File: config.mk
export PLATFORM = sky130hd
export DESIGN_NAME = n_bit_serializer
export DESIGN_NICKNAME = d
export VERILOG_FILES = /design/src/rtl/n_bit_serializer.sv
export SDC_FILE = /design/constraint.sdc
export NUM_CORES = 1
export LEC_CHECK = 0
export CAP_MARGIN = 20
export CORE_UTILIZATION = 46
export CTS_CLUSTER_SIZE = 24
export DETAILED_ROUTE_END_ITERATION = 16
export PLACE_DENSITY = 0.81
export SYNTH_ARGS = -nofsm -noshare
export SYNTH_HDL_FRONTEND = slang
export SYNTH_SLANG_ARGS = --single-unit
File: constraint.sdc
create_clock -name clk -period 1.3 [get_ports clk]
set_input_delay 0.325 -clock clk [delete_from_list [all_inputs] [get_ports clk]]
set_output_delay 0.325 -clock clk [all_outputs]
set_load 0.03 [all_outputs]
File: src/rtl/n_bit_serializer.sv
// Parallel-in, serial-out transmitter: takes one N-bit word over valid/ready and
// shifts it out one bit per clock, MSB- or LSB-first, with first/last frame strobes.
module n_bit_serializer #(
    parameter int unsigned N   = 6,
    parameter int unsigned GAP = 1
) (
    input  logic         clk,
    input  logic         reset,
    input  logic [N-1:0] in_data,
    input  logic         in_valid,
    output logic         in_ready,
    input  logic         lsb_first,
    output logic         ser_out,
    output logic         ser_valid,
    output logic         ser_first,
    output logic         ser_last,
    output logic         busy
);

    localparam int unsigned CW = (N > 1) ? $clog2(N) : 1;
    localparam int unsigned GW = (GAP > 0) ? $clog2(GAP + 1) : 1;

    typedef enum logic [1:0] {
        S_IDLE  = 2'd0,
        S_SHIFT = 2'd1,
        S_GAP   = 2'd2
    } state_t;

    state_t        state, state_nx;
    logic [N-1:0]  shreg, shreg_nx;
    logic [CW-1:0] bitcnt, bitcnt_nx;
    logic [GW-1:0] gapcnt, gapcnt_nx;
    logic          dir, dir_nx;
    logic          accept;

    // State and datapath registers
    always_ff @(posedge clk) begin
        if (reset) begin
            state  <= S_IDLE;
            shreg  <= '0;
            bitcnt <= '0;
            gapcnt <= '0;
            dir    <= 1'b0;
        end else begin
            state  <= state_nx;
            shreg  <= shreg_nx;
            bitcnt <= bitcnt_nx;
            gapcnt <= gapcnt_nx;
            dir    <= dir_nx;
        end
    end

    assign accept = in_valid & in_ready;

    // Next-state and datapath update; a fresh accept overrides the end-of-frame move
    always_comb begin
        state_nx  = state;
        shreg_nx  = shreg;
        bitcnt_nx = bitcnt;
        gapcnt_nx = gapcnt;
        dir_nx    = dir;
        case (state)
            S_IDLE: begin
                state_nx = S_IDLE;
            end
            S_SHIFT: begin
                shreg_nx  = dir ? {1'b0, shreg[N-1:1]} : {shreg[N-2:0], 1'b0};
                bitcnt_nx = bitcnt - CW'(1);
                if (bitcnt == '0) begin
                    bitcnt_nx = '0;
                    if (GAP > 0) begin
                        state_nx  = S_GAP;
                        gapcnt_nx = GW'(GAP);
                    end else begin
                        state_nx = S_IDLE;
                    end
                end
            end
            S_GAP: begin
                if (gapcnt <= GW'(1)) begin
                    state_nx  = S_IDLE;
                    gapcnt_nx = '0;
                end else begin
                    gapcnt_nx = gapcnt - GW'(1);
                end
            end
            default: begin
                state_nx = S_IDLE;
            end
        endcase
        if (accept) begin
            state_nx  = S_SHIFT;
            shreg_nx  = in_data;
            dir_nx    = lsb_first;
            bitcnt_nx = CW'(N - 1);
        end
    end

    // Outputs decode purely from registered state
    assign in_ready  = (state == S_IDLE) |
                       ((state == S_SHIFT) & (bitcnt == '0) & (GAP == 0));
    assign ser_valid = (state == S_SHIFT);
    assign ser_out   = (state == S_SHIFT) ? (dir ? shreg[0] : shreg[N-1]) : 1'b0;
    assign ser_first = (state == S_SHIFT) & (bitcnt == CW'(N - 1));
    assign ser_last  = (state == S_SHIFT) & (bitcnt == '0);
    assign busy      = (state != S_IDLE);

endmodule
==> metrics.md, run 1 <==
| Metric | Value |
|---|---|
| Port bufs | 15 |
| Max-slew violations | 0 |
| Compound-Gate Fraction of Synth Area | 19.5% |
| Htree depth | 1 |
| Peak supply drop | 0.724 mV |
| Combinational family with the most area after synthesis | simple AND/OR/NAND/NOR gates |
| Sink Count | 12 |
| Vias | 655 |
| Fmax | 0.676 GHz |
| Clock Path Buffers | 2 |
| Final Hold Fails | 0 |
| CTS root buffer | clkbuf_4 |
| DRT Pass-1 Iters | 4 |
| Tot Pwr | 0.989 mW |
| Antenna-violating nets left | 0 |
| Latest clock arrival within the worst-skew pair | 0.27 ns |
| Mux cell area share after synthesis | 9.54% |
| Setup CP Type | reg2out |
| Mapped cell area | 629 um2 |
| P_leak | 0.385 nW |
| Post-Route WL | 1670 um |
| Final setup vio count | 6 |
| All-Layer GR Usage | 23.2% |
| Syn_area_per_cell | 8.62 um2 |
| Pre-CTS setup slack | -0.217 ns |
| Ys Warns | 0 |
| Via/cell ratio | 5.70 |
| Min-delay worst type | reg2reg |
| Adder-cell share of the synthesized area | 0% |
| Post-synthesis register bit count | 12 |
| Total negative slack | -0.760 ns |
| Critical path data required time | 0.98 ns |
| Worst-path maximum fanout | 5 |
| PwrDens | 1010 mW/mm2 |
| Most common cell after layout, fill and taps aside | buf_4 |
| Post-synthesis sequential area ratio | 38.2% |
| RSZ-0062 raised after global routing | true |
| Unique masters post-synth | 25 |
| Gpl congestion | 0.753 |
| Synth Area in XOR/XNOR | 0% |
| Die height | 39.0 um |
| Clock skew | 0.00180 ns |
| GRT overflow | 0 |
| CP Launch Type | flip-flop |
| Post-Synthesis Cells | 73 |
| Post-route cell area | 976 um2 |
| Max-slew headroom | 80.3% |
| Leading cell types in the layout, fill and taps excluded | buf_4, nand2_1, clkdlybuf4s50_1, a21oi_1, dfxtp_1 |
| Final WS setup | -0.179 ns |
| Clock transition at path regs | 0.07 ns |
| Vias in the first global route | 530 |
| CP endpoint kind | primary output |
| Post-DP HPWL | 991 um |
| WL per Instance | 14.5 um |
| Worst-Margin Slew | 0.293 ns |
| Die area | 0.00152 mm2 |
| Share of layout cells above drive strength 1 | 45.5% |
| Nets@finish | 113 |
| Ant diodes | 0 |
| Initial antenna violation count | 0 |
| Max Cap Viol | 0 |
| CTS buffer count | 3 |
| Initial core utilization | 53.1% |
| CTS tree | done |
| Period utilisation layout | 114% |
| Cts hold-fix bufs | 0 |
| Post-route minimum period | 1.48 ns |
| Status | complete, but fails checks |
| Post-synthesis net count | 83 |
| Core box area | 0.00119 mm2 |
| Area growth syn-to-layout | 55.1% |
| Synth Area in Simple Gates | 25.0% |
| Std-Cell Rows | 12 |
| DRC Markers | 0 |
| Arrival time worst endpoint | 1.15 ns |
| Failing checks | negative setup slack |
| Largest net degree at the start of global routing | 10 |
| First-pass GRT wire length | 2350 um |
| Area after DPL | 817 um2 |
| Die Wd | 39.0 um |
| I/O pin cnt | 16 |
| Iteration-0 DRC Markers | 18 |
[cell families (layout without fill, tap and decap cells)]
logic type,Yosys count,count (layout)
AO/OA/AOI/OAI,20,20
buffers and inverters,7,34
flip-flops,12,12
multiplexers,6,6
AND/OR/NAND/NOR,28,29
[what timing repair did]
item | in CTS | in global routing
setup buffers | 7 | 2
pin swaps | 2 | 2
gates cloned | 0 | 1
resized for setup | 14 | 8
setup endpoints to repair | 6 | 14
[metrics by stage]
stage	utilization [%]	hold WS (ns)	instances
floorplan	-	0.387	73
global placement	68.9	0.477	102
detailed placement	68.9	0.487	102
CTS	78.3	0.518	112
global route	82.3	0.551	115
finish	82.3	0.517	115
[Yosys cell counts, drive strengths merged]
library cell / instances / share of area, %
dfxtp: 12 / 38
buf: 5 / 6.2
nor3: 2 / 2.4
mux2i: 6 / 9.5
o211ai: 4 / 4.8
nor4: 1 / 2.0
nor2: 5 / 3.8
o31ai: 2 / 2.4
a211oi: 1 / 2.0
and2: 1 / 0.99
nand2b: 2 / 2.0
a21oi: 10 / 8.0
and3: 1 / 0.99
inv: 2 / 1.6
nor3b: 2 / 4.0
nor2b: 1 / 0.99
o21ai: 3 / 2.4
nand2: 12 / 7.2
nand3: 1 / 0.79
[layer usage]
metal	vias to the layer above	track usage, %	wire [um]
met1	312	28.7	717
li1	313	-	-
met3	5	3.47	107
met5	-	0	0
met2	25	37.9	818
met4	0	12.9	25
[power breakdown]
part / leakage (nW) / switching (mW) / internal (mW)
clock: 0.0138 / 0.114 / 0.107
combinational: 0.270 / 0.158 / 0.171
sequential: 0.101 / 0.0378 / 0.400
total: 0.385 / 0.310 / 0.679
[worst max-delay path, stage by stage (launching register included)]
cell      delay [ns]
dfxtp_2         0.32
nand2b_4        0.17
inv_4           0.09
and3_4          0.18
buf_6           0.12
[final cells by class]
type | count | area (um2)
Clock buffer | 3 | 22.5
Fill cell | 69 | 210
Inverter | 2 | 10.0
Multi-Input combinational cell | 55 | 398
Sequential cell | 12 | 249
Tap cell | 14 | 17.5
Timing Repair Buffer | 29 | 279
[registers in the layout, indices dropped and copies added (netlist names)]
name	count
shreg	6
bitcnt	3
state	2
dir	1
[final timing paths]
path                                 from         to  slack (ns)  cells past startpoint
worst max register to register   state[1]   state[0]        0.04                      7
worst min register to register  bitcnt[2]  bitcnt[2]        0.52                      2
worst max-delay path             state[1]  ser_first       -0.18                      4
worst min-delay path            bitcnt[2]  bitcnt[2]        0.52                      2
(Power assumes the default switching activity.)
==> run 2: changes to the inputs <==
--- a/config.mk
+++ b/config.mk
@@ -10,6 +10,7 @@
 export CTS_CLUSTER_SIZE = 24
 export DETAILED_ROUTE_END_ITERATION = 16
 export PLACE_DENSITY = 0.81
+export RECOVER_POWER = 25
 export SYNTH_ARGS = -nofsm -noshare
 export SYNTH_HDL_FRONTEND = slang
 export SYNTH_SLANG_ARGS = --single-unit
==> run 2 against run 1 <==
  * The run still ends with negative setup slack left
  * Register-to-register slack lost 0.04 ns
  * Non-clock buffer count unchanged
  * Critical path type unchanged
  * Via count is 1.8% lower
  * Largest cell class unchanged
  * Highest routed layer unchanged
  * Wire length fell by 0.42%
  * Clock skew barely moved
==> metrics.md, run 2 (synthesized netlist as in run 1, its figures left out) <==
| Metric | Value |
|---|---|
| Status | complete, but fails checks |
| Failing checks | negative setup slack |
| P_leak | 0.382 nW |
| CP Cell Sequence | nand2b_4 > inv_4 > and3_4 > buf_6 |
| Critical path data required time | 0.98 ns |
| First-pass GRT wire length | 2350 um |
| Area growth syn-to-layout | 54.1% |
| CTS root buffer | clkbuf_4 |
| Iteration-0 DRC Markers | 17 |
| I/O pin cnt | 16 |
| Fmax | 0.675 GHz |
| Max-slew headroom | 80.2% |
| Max FFs per register | 6 |
| Clock Path Buffers | 2 |
| Share of layout cells above drive strength 1 | 45.5% |
| Worst-Margin Slew | 0.294 ns |
| Gpl congestion | 0.753 |
| Setup CP Type | reg2out |
| Delay-heaviest family, CP | simple AND/OR/NAND/NOR gates |
| Final setup vio count | 8 |
| Max Cap Viol | 0 |
| Util after Layout | 81.8% |
| Top Registers | shreg x6, bitcnt x3, state x2 |
| Die Wd | 39.0 um |
| CTS buffer count | 3 |
| DRC Markers | 0 |
| Initial core utilization | 53.1% |
| Cts hold-fix bufs | 0 |
| Post-Route WL | 1660 um |
| WL per Instance | 14.4 um |
| Sink Count | 12 |
| R2R Setup Slk | 0 ns |
| Die area | 0.00152 mm2 |
| Arrival time worst endpoint | 1.16 ns |
| Peak supply drop | 0.722 mV |
| Die height | 39.0 um |
| Filler cells | 71 |
| Reg area | 249 um2 |
| Vias | 643 |
| Clock skew | 0.00209 ns |
| CP max stage delay | 0.32 ns |
| DRT Pass-1 Iters | 4 |
| Clock transition at path regs | 0.07 ns |
| Ant diodes | 0 |
| Initial antenna violation count | 0 |
| Leading cell types in the layout, fill and taps excluded | buf_4, nand2_1, clkdlybuf4s50_1, a21oi_1, dfxtp_1 |
| Htree depth | 1 |
| Worst-path maximum fanout | 5 |
| Core box area | 0.00119 mm2 |
| Post-DP HPWL | 991 um |
| PwrDens | 1020 mW/mm2 |
| Latest clock arrival within the worst-skew pair | 0.27 ns |
| Period utilisation layout | 114% |
| Via/cell ratio | 5.59 |
| Final Hold Fails | 0 |
| Antenna-violating nets left | 0 |
| Fin Hold WS | 0.517 ns |
| Post-route minimum period | 1.48 ns |
| All-Layer GR Usage | 23.2% |
| Nets@finish | 113 |
| Area of the multi-input gates | 398 um2 |
| CP Launch Type | flip-flop |
| Most common cell after layout, fill and taps aside | buf_4 |
| Std-Cell Rows | 12 |
| Port bufs | 15 |
| Vias in the first global route | 530 |
| GRT overflow | 0 |
| RSZ-0062 raised after global routing | true |
| CP endpoint kind | primary output |
| Slowest-stage cell, CP | dfxtp_2 |
| CTS tree | done |
| Min-delay worst type | reg2reg |
| Max-slew violations | 0 |
| Crit path buffers/inverters | 2 |
| Largest net degree at the start of global routing | 10 |
| Top reg by flops | shreg |
| Tot Pwr | 0.986 mW |
| Final WS setup | -0.182 ns |
| Total negative slack | -0.749 ns |
-- run 2: cell counts in the layout (fill, tap and decap cells not counted) --
No cell type changed its count.
-- run 2: timing repair --
action / CTS / global route
pin swaps: 2 / 2
gates cloned: 0 / 1
resized for setup: 14 / 8
buffers inserted: 7 / 2
endpoints found under the setup margin: 6 / 14
endpoints found under the hold margin: 0 / 0
-- run 2: layout make-up --
class | count | share of cell area (%)
clock buffers | 3 | 2.32
inverters | 2 | 1.03
multi-input cells | 55 | 41.0
flip-flops and latches | 12 | 25.7
well taps | 14 | 1.81
repair buffers | 29 | 28.1
-- run 2: path summary, 6_finish.rpt --
path / cells past startpoint / startpoint / to
setup / recovery: 4 / state[1] / ser_first
hold / removal: 2 / bitcnt[2] / bitcnt[2]
setup reg to reg: 7 / state[1] / state[0]
hold reg to reg: 2 / bitcnt[2] / bitcnt[2]
-- run 2: power breakdown --
| part | total (mW) | internal, mW | switching [mW] | leakage (nW) |
|---|---|---|---|---|
| logic | 0.324 | 0.167 | 0.156 | 0.267 |
| clock network | 0.224 | 0.107 | 0.116 | 0.0138 |
| registers | 0.438 | 0.400 | 0.0381 | 0.101 |
-- run 2: worst reg2reg max path, delay by kind of cell, from the launching register on --
| family | cells | cell delay [ns] |
|---|---|---|
| AND/OR/NAND/NOR | 2 | 0.21 |
| flip-flops | 1 | 0.32 |
| buffers and inverters | 4 | 0.58 |
| AO/OA/AOI/OAI | 1 | 0.11 |
-- run 2: routing by layer --
metal / part of all wire (%) / vias to the layer above / wire [um] / global-route usage [%]
met2: 49 / 14 / 811 / 37.9
met3: 3.1 / 5 / 51 / 3.47
met1: 46 / 311 / 772 / 28.7
met4: 1.5 / 0 / 25 / 12.9
li1: - / 313 / - / -
met5: 0 / - / 0 / 0
-- run 2: through the flow --
stage               std cells  setup WS, ns  cell area [um2]
finish                    115        -0.182              970
global route              115        -0.209              970
floorplan                  73       -0.0263              657
global placement          102        -0.195              817
detailed placement        102        -0.217              817
CTS                       112        -0.166              928
